===== config.mk =====
export PLATFORM = sky130hd
export DESIGN_NAME = dsp_fetch
export DESIGN_NICKNAME = d
export VERILOG_FILES = /design/src/rtl/dsp_fetch_pkg.sv /design/src/rtl/dsp_fetch_skid.sv /design/src/rtl/dsp_fetch.sv
export SDC_FILE = /design/constraint.sdc
export NUM_CORES = 1
export LEC_CHECK = 0
export BUFFER_PORTS_ARGS = -buffer_cell sky130_fd_sc_hd__buf_2
export CORE_MARGIN = 2
export CORE_UTILIZATION = 45
export CTS_CLUSTER_DIAMETER = 30
export DETAILED_ROUTE_END_ITERATION = 10
export PLACE_DENSITY = 0.67
export SLEW_MARGIN = 5
export SYNTH_ARGS = -nofsm -noshare
export SYNTH_HDL_FRONTEND = slang
export SYNTH_SLANG_ARGS = --single-unit

===== constraint.sdc =====
create_clock -name clk -period 2.5 [get_ports clk]
set_input_delay 0.125 -clock clk [delete_from_list [all_inputs] [get_ports clk]]
set_output_delay 0.125 -clock clk [all_outputs]
set_load 0.02 [all_outputs]

===== src/rtl/dsp_fetch_pkg.sv =====
// Shared types and defaults for the DSP instruction fetch unit.
// Holds the fetch FSM encoding and the default bus widths and reset vector.
package dsp_fetch_pkg;

  typedef enum logic {
    FETCH_RUN  = 1'b0,
    FETCH_HOLD = 1'b1
  } fetch_state_t;

  localparam int          DSP_ADDR_W     = 16;
  localparam int          DSP_INSTR_W    = 16;
  localparam logic [15:0] DSP_RESET_ADDR = 16'h0000;

endpackage


===== src/rtl/dsp_fetch_skid.sv =====
// Skid register for the fetch unit.
// It catches the ROM word that returns while decode is stalled; clear has priority over load.
module dsp_fetch_skid
  import dsp_fetch_pkg::*;
#(
  parameter int ADDR_W  = DSP_ADDR_W,
  parameter int INSTR_W = DSP_INSTR_W
) (
  input  logic               clk,
  input  logic               rst,
  input  logic               load,
  input  logic               clear,
  input  logic [INSTR_W-1:0] load_instr,
  input  logic [ADDR_W-1:0]  load_pc,
  output logic               skid_valid,
  output logic [INSTR_W-1:0] skid_instr,
  output logic [ADDR_W-1:0]  skid_pc
);

  logic               valid_reg;
  logic [INSTR_W-1:0] instr_reg;
  logic [ADDR_W-1:0]  pc_reg;

  always_ff @(posedge clk) begin
    if (!rst) begin
      valid_reg <= 1'b0;
      instr_reg <= '0;
      pc_reg    <= '0;
    end else if (clear) begin
      valid_reg <= 1'b0;
    end else if (load) begin
      valid_reg <= 1'b1;
      instr_reg <= load_instr;
      pc_reg    <= load_pc;
    end
  end

  assign skid_valid = valid_reg;
  assign skid_instr = instr_reg;
  assign skid_pc    = pc_reg;

endmodule


===== src/rtl/dsp_fetch.sv =====
// DSP instruction fetch: program counter, one ROM read per cycle, registered output
// to decode, branch redirect with wrong-path flush, and a skid slot for decode stalls.
module dsp_fetch
  import dsp_fetch_pkg::*;
#(
  parameter int                ADDR_W     = DSP_ADDR_W,
  parameter int                INSTR_W    = DSP_INSTR_W,
  parameter logic [ADDR_W-1:0] RESET_ADDR = ADDR_W'(DSP_RESET_ADDR)
) (
  input  logic               clk,
  input  logic               rst,
  input  logic               jump_flag,
  input  logic [ADDR_W-1:0]  jump_addr,
  input  logic               stall,
  output logic               imem_en,
  output logic [ADDR_W-1:0]  imem_addr,
  input  logic [INSTR_W-1:0] imem_rdata,
  output logic [INSTR_W-1:0] instr,
  output logic [ADDR_W-1:0]  instr_pc,
  output logic               instr_valid
);

  localparam logic [ADDR_W-1:0] PC_ONE = {{(ADDR_W-1){1'b0}}, 1'b1};

  fetch_state_t       state_reg, state_next;
  logic [ADDR_W-1:0]  fetch_pc_reg, fetch_pc_next;
  logic               inflight_valid_reg, inflight_valid_next;
  logic [ADDR_W-1:0]  inflight_pc_reg, inflight_pc_next;
  logic [INSTR_W-1:0] instr_reg, instr_next;
  logic [ADDR_W-1:0]  instr_pc_reg, instr_pc_next;
  logic               instr_valid_reg, instr_valid_next;

  logic               skid_load, skid_clear;
  logic               skid_valid;
  logic [INSTR_W-1:0] skid_instr;
  logic [ADDR_W-1:0]  skid_pc;

  dsp_fetch_skid #(
    .ADDR_W  (ADDR_W),
    .INSTR_W (INSTR_W)
  ) u_skid (
    .clk        (clk),
    .rst        (rst),
    .load       (skid_load),
    .clear      (skid_clear),
    .load_instr (imem_rdata),
    .load_pc    (inflight_pc_reg),
    .skid_valid (skid_valid),
    .skid_instr (skid_instr),
    .skid_pc    (skid_pc)
  );

  // The redirect target goes straight to the ROM so the jump costs only one bubble.
  assign imem_en   = rst & (jump_flag | ~stall);
  assign imem_addr = jump_flag ? jump_addr : fetch_pc_reg;

  always_comb begin
    state_next          = state_reg;
    fetch_pc_next       = fetch_pc_reg;
    inflight_valid_next = inflight_valid_reg;
    inflight_pc_next    = inflight_pc_reg;
    instr_next          = instr_reg;
    instr_pc_next       = instr_pc_reg;
    instr_valid_next    = instr_valid_reg;
    skid_load           = 1'b0;
    skid_clear          = 1'b0;

    if (jump_flag) begin
      fetch_pc_next       = jump_addr + PC_ONE;
      inflight_pc_next    = jump_addr;
      inflight_valid_next = 1'b1;
      skid_clear          = 1'b1;
      instr_valid_next    = 1'b0;
      state_next          = FETCH_RUN;
    end else begin
      unique case (state_reg)
        FETCH_RUN: begin
          if (!stall) begin
            fetch_pc_next       = fetch_pc_reg + PC_ONE;
            inflight_valid_next = 1'b1;
            inflight_pc_next    = fetch_pc_reg;
            instr_next          = imem_rdata;
            instr_pc_next       = inflight_pc_reg;
            instr_valid_next    = inflight_valid_reg;
          end else begin
            // The word already on its way back is parked; no new read is issued.
            skid_load           = inflight_valid_reg;
            inflight_valid_next = 1'b0;
            state_next          = FETCH_HOLD;
          end
        end
        FETCH_HOLD: begin
          if (!stall) begin
            instr_next          = skid_instr;
            instr_pc_next       = skid_pc;
            instr_valid_next    = skid_valid;
            skid_clear          = 1'b1;
            fetch_pc_next       = fetch_pc_reg + PC_ONE;
            inflight_valid_next = 1'b1;
            inflight_pc_next    = fetch_pc_reg;
            state_next          = FETCH_RUN;
          end
        end
        default: state_next = FETCH_RUN;
      endcase
    end
  end

  always_ff @(posedge clk) begin
    if (!rst) begin
      state_reg          <= FETCH_RUN;
      fetch_pc_reg       <= RESET_ADDR;
      inflight_valid_reg <= 1'b0;
      inflight_pc_reg    <= '0;
      instr_reg          <= '0;
      instr_pc_reg       <= '0;
      instr_valid_reg    <= 1'b0;
    end else begin
      state_reg          <= state_next;
      fetch_pc_reg       <= fetch_pc_next;
      inflight_valid_reg <= inflight_valid_next;
      inflight_pc_reg    <= inflight_pc_next;
      instr_reg          <= instr_next;
      instr_pc_reg       <= instr_pc_next;
      instr_valid_reg    <= instr_valid_next;
    end
  end

  assign instr       = instr_reg;
  assign instr_pc    = instr_pc_reg;
  assign instr_valid = instr_valid_reg;

endmodule


==> run_summary.xml <==
<?xml version="1.0" encoding="UTF-8"?>
<metrics>
  <group name="status">
    <metric name="result_of_the_run" unit="">finished, final reports clean</metric>
  </group>
  <group name="synth">
    <metric name="synth-simple-area-share" unit="%">18.3</metric>
    <metric name="synthDistinctLibCells" unit="">45</metric>
    <metric name="yosys-top-cells-area" unit="">sky130_fd_sc_hd__dfxtp_1 (46%), sky130_fd_sc_hd__mux2i_1 (9.7%), sky130_fd_sc_hd__a211oi_1 (8.0%)</metric>
    <metric name="async_reset_ff_share" unit="%">0</metric>
    <metric name="syn_nets" unit="">537</metric>
    <metric name="syn_area" unit="µm²">4310</metric>
    <metric name="yosys_warnings" unit="">0</metric>
    <metric name="synth_compound_gate_area_share" unit="%">17.6</metric>
    <metric name="ys_dominant_reg_cell" unit="">sky130_fd_sc_hd__dfxtp_1</metric>
    <metric name="synth_top_family_by_area" unit="">simple AND/OR/NAND/NOR gates</metric>
    <metric name="synthesis.instances" unit="">500</metric>
    <metric name="post_synth_fa_ha_maj_area_fraction" unit="%">0.290</metric>
    <metric name="synth_seq_area_share" unit="%">46.4</metric>
    <metric name="avgSynthCellArea" unit="µm²">8.63</metric>
    <metric name="synthXorXnorAreaFrac" unit="%">1.02</metric>
    <metric name="synth_mux_area_share" unit="%">11.5</metric>
    <metric name="synth.ff_latch_count" unit="">100</metric>
    <metric name="synth_top_cell_by_area" unit="">sky130_fd_sc_hd__dfxtp_1</metric>
    <metric name="post-synth-top-area-fraction" unit="%">46.4</metric>
    <metric name="synth_enable_flop_cells" unit="">0</metric>
  </group>
  <group name="clocking">
    <metric name="cts.sinks" unit="">100</metric>
    <metric name="clk_root_buffer_cell" unit="">sky130_fd_sc_hd__clkbuf_8</metric>
    <metric name="tritoncts" unit="">yes</metric>
    <metric name="maximum_buffer_depth_of_the_clock_tree" unit="">2</metric>
    <metric name="cts_htree_levels" unit="">3</metric>
    <metric name="cts-resized-gates" unit="">0</metric>
    <metric name="cts_buffers" unit="">9</metric>
    <metric name="clock_insertion_delay_worst_skew" unit="ns">0.36</metric>
    <metric name="clk_pin_slew_worst_paths" unit="ns">0.10</metric>
  </group>
  <group name="final_layout">
    <metric name="flow.area_growth_from_synthesis" unit="%">18.8</metric>
    <metric name="num-nets-final" unit="">615</metric>
    <metric name="n_antenna_cell" unit="">0</metric>
    <metric name="layout-drive-gt1-share" unit="%">21.4</metric>
    <metric name="final_instance_count_without_filler_cells" unit="">712</metric>
  </group>
  <group name="global_route">
    <metric name="grt.met2_usage" unit="%">31.9</metric>
    <metric name="first_global_vias" unit="">3346</metric>
    <metric name="grt-ovfl-total" unit="">0</metric>
    <metric name="grt_max_degree" unit="">65</metric>
    <metric name="grt.met1_usage" unit="%">25.4</metric>
    <metric name="busiest_layer" unit="">met2</metric>
    <metric name="grt_util_all_layers" unit="%">19.3</metric>
    <metric name="antenna_found_initial" unit="">0</metric>
    <metric name="global_route_wire_length_before_repair" unit="mm">16.0</metric>
    <metric name="grt_use_met3" unit="%">4.92</metric>
  </group>
  <group name="drt">
    <metric name="drt_first_pass_iters" unit="">4</metric>
    <metric name="detail_route.wl_per_cell" unit="µm">13.7</metric>
    <metric name="vias_after_detailed_routing" unit="">3614</metric>
    <metric name="drc_errors" unit="">0</metric>
    <metric name="wirelength" unit="mm">9.77</metric>
    <metric name="avgViaCountPerCell" unit="">5.08</metric>
    <metric name="drt_first_iter_violations" unit="">174</metric>
    <metric name="drtAntennaViolNets" unit="">0</metric>
  </group>
  <group name="sta">
    <metric name="timing.fmax" unit="GHz">0.467</metric>
    <metric name="max_slew.worst_pin.slew" unit="ns">0.639</metric>
    <metric name="rsz0062_at_grt" unit="">no</metric>
    <metric name="clock-skew-final" unit="ns">0.0108</metric>
    <metric name="max-slew-margin-rel" unit="%">56.2</metric>
    <metric name="finish_stage_setup_viols" unit="">0</metric>
    <metric name="min_clock_period_post_route" unit="ns">2.14</metric>
    <metric name="final_slew_viol_count" unit="">0</metric>
    <metric name="setup_total_negative_slack" unit="ns">0</metric>
    <metric name="timing_hold_violations_final" unit="">0</metric>
    <metric name="layout_worst_path_cycle_share" unit="%">85.7</metric>
  </group>
  <group name="placed_design">
    <metric name="place_hpwl" unit="mm">6.65</metric>
    <metric name="globalplace.congestion" unit="">0.879</metric>
    <metric name="count_of_buffers_from_port_buffering" unit="">85</metric>
    <metric name="placed_cells" unit="">687</metric>
  </group>
  <group name="power_and_ir_drop">
    <metric name="power-per-cell-area" unit="nW/µm²">629</metric>
    <metric name="total_leakage_power" unit="nW">2.08</metric>
    <metric name="power.combinational.fraction" unit="%">15.9</metric>
    <metric name="switching_share" unit="%">28.9</metric>
    <metric name="share_clk_of_total_power" unit="%">30.4</metric>
    <metric name="p_int" unit="W">0.00229</metric>
    <metric name="peakVddDrop" unit="mV">0.238</metric>
    <metric name="p_sw" unit="W">0.000931</metric>
    <metric name="p_seq_share" unit="%">53.7</metric>
  </group>
  <group name="floorplanning">
    <metric name="die_w" unit="µm">102</metric>
    <metric name="die_y" unit="µm">102</metric>
    <metric name="die_area" unit="µm²">10400</metric>
    <metric name="effective_utilization_at_floorplan" unit="%">46.5</metric>
    <metric name="coreArea" unit="µm²">9280</metric>
    <metric name="design.portCount" unit="">86</metric>
    <metric name="floorplan.rows" unit="">35</metric>
  </group>
  <group name="worst_setup_path">
    <metric name="critical_path.max_fanout" unit="">5</metric>
    <metric name="worstPathRequired" unit="ns">2.80</metric>
    <metric name="end_kind" unit="">register</metric>
    <metric name="path_class" unit="">reg -&gt; reg</metric>
    <metric name="critPathArrivalTime" unit="ns">2.44</metric>
    <metric name="critPathLaunchType" unit="">register</metric>
  </group>
  <group name="run">
    <metric name="cap_viol_max_count" unit="">0</metric>
  </group>
  <group name="min_path">
    <metric name="hp-class" unit="">in -&gt; reg</metric>
  </group>
</metrics>
power groups by stage:
stage | combinational [W] | sequential (W) | clock (W)
after floorplan | 0.000304 | 0.00180 | 0
after global placement | 0.000497 | 0.00177 | 0
after detailed placement | 0.000502 | 0.00177 | 0
after CTS | 0.000514 | 0.00173 | 0.00100
after global routing | 0.000565 | 0.00174 | 0.00108
final | 0.000512 | 0.00173 | 0.000982
through the flow:
stage	utilization [%]	hold slack (ns)	total power, W	setup WS [ns]	cell area, µm²
4_1_cts	55.2	0.000476	0.00325	0.364	5130
2_1_floorplan	-	0.261	0.00210	0.296	4310
6_report	55.2	0.0129	0.00323	0.359	5130
3_5_place_dp	52.2	0.387	0.00227	0.324	4850
3_3_place_gp	52.2	0.379	0.00226	0.421	4850
5_1_grt	55.2	0.00479	0.00339	0.216	5130
per-layer routing:
layer / up-vias / part of all wire [%]
li1: 1888 / -
met1: 1642 / 47
met2: 79 / 47
met3: 5 / 5.0
met4: 0 / 0.52
met5: - / 0
worst max-delay path, stage by stage (launching register included):
cell	delay, ns
sky130_fd_sc_hd__dfxtp_1	0.36
sky130_fd_sc_hd__mux2i_1	0.12
sky130_fd_sc_hd__inv_1	0.11
sky130_fd_sc_hd__ha_1	0.28
sky130_fd_sc_hd__nand4_2	0.17
sky130_fd_sc_hd__a211oi_4	0.40
sky130_fd_sc_hd__nand2_2	0.08
sky130_fd_sc_hd__or4_1	0.47
sky130_fd_sc_hd__nand3_1	0.09
cells in the final DEF (no fill, tap or decap), types with 2 or more instances in the layout:
cell	n
sky130_fd_sc_hd__dfxtp_1	99
sky130_fd_sc_hd__nand2_1	90
sky130_fd_sc_hd__buf_2	85
sky130_fd_sc_hd__nor2_1	58
sky130_fd_sc_hd__a211oi_1	46
sky130_fd_sc_hd__a21oi_1	46
sky130_fd_sc_hd__mux2i_1	42
sky130_fd_sc_hd__inv_1	14
sky130_fd_sc_hd__clkbuf_8	11
sky130_fd_sc_hd__nand3_1	9
sky130_fd_sc_hd__dlygate4sd3_1	9
sky130_fd_sc_hd__buf_4	7
sky130_fd_sc_hd__o21ai_0	6
sky130_fd_sc_hd__xnor2_1	5
sky130_fd_sc_hd__mux2_2	3
sky130_fd_sc_hd__mux2i_2	3
sky130_fd_sc_hd__nand4_1	3
sky130_fd_sc_hd__o211ai_1	3
sky130_fd_sc_hd__nor3_1	3
sky130_fd_sc_hd__clkinv_4	3
sky130_fd_sc_hd__nand2b_1	2
sky130_fd_sc_hd__nand4_2	2
sky130_fd_sc_hd__a211oi_4	2
sky130_fd_sc_hd__a31oi_1	2
sky130_fd_sc_hd__nor2b_1	2
sky130_fd_sc_hd__or3_1	2
sky130_fd_sc_hd__nand4b_1	2
sky130_fd_sc_hd__a311o_1	2
sky130_fd_sc_hd__buf_12	2
final cells by class:
type / instances / area (µm²)
inverter: 16 / 60.1
fill: 876 / 4160
multi-input combinational: 348 / 2100
timing repair buffer: 103 / 608
clock buffer: 12 / 155
clock inverter: 4 / 33.8
tap: 129 / 161
sequential: 100 / 2000
path summary, 6_finish.rpt:
check,start,end,cells past startpoint,slack [ns]
max,fetch_pc_reg[0]$_SDFFE_PN0N_,fetch_pc_reg[14]$_SDFFE_PN0N_,8,0.36
min,imem_rdata[1],u_skid.skid_instr[1]$_SDFFE_PN0P_,3,0.01
max reg2reg,fetch_pc_reg[0]$_SDFFE_PN0N_,fetch_pc_reg[14]$_SDFFE_PN0N_,8,0.36
min reg2reg,u_skid.skid_instr[11]$_SDFFE_PN0P_,u_skid.skid_instr[11]$_SDFFE_PN0P_,2,0.46
cells by family (layout without fill, tap and decap cells):
group	after synthesis	in the layout
xor+xnor	5	5
mux	48	48
fa+ha+maj	1	1
simple gates	181	181
flops	100	100
buf+inv	52	135
compound gates	113	113
repair_timing:
action | CTS | global route
hold buffers | 9 | 0
hold endpoints to repair | 9 | 0
setup buffers | 0 | 0
Yosys cell counts (all sizes together), types with 3 or more instances:
cell,n
buf,11
nor2,59
nand4,5
a21oi,46
mux2,3
dfxtp,100
mux2i,45
nand2,91
nand3,9
nor3,3
a211oi,49
xnor2,5
inv,15
o211ai,3
nand4b,3
clkbuf,25
o21ai,6
Power figures use the tool's default switching activity.
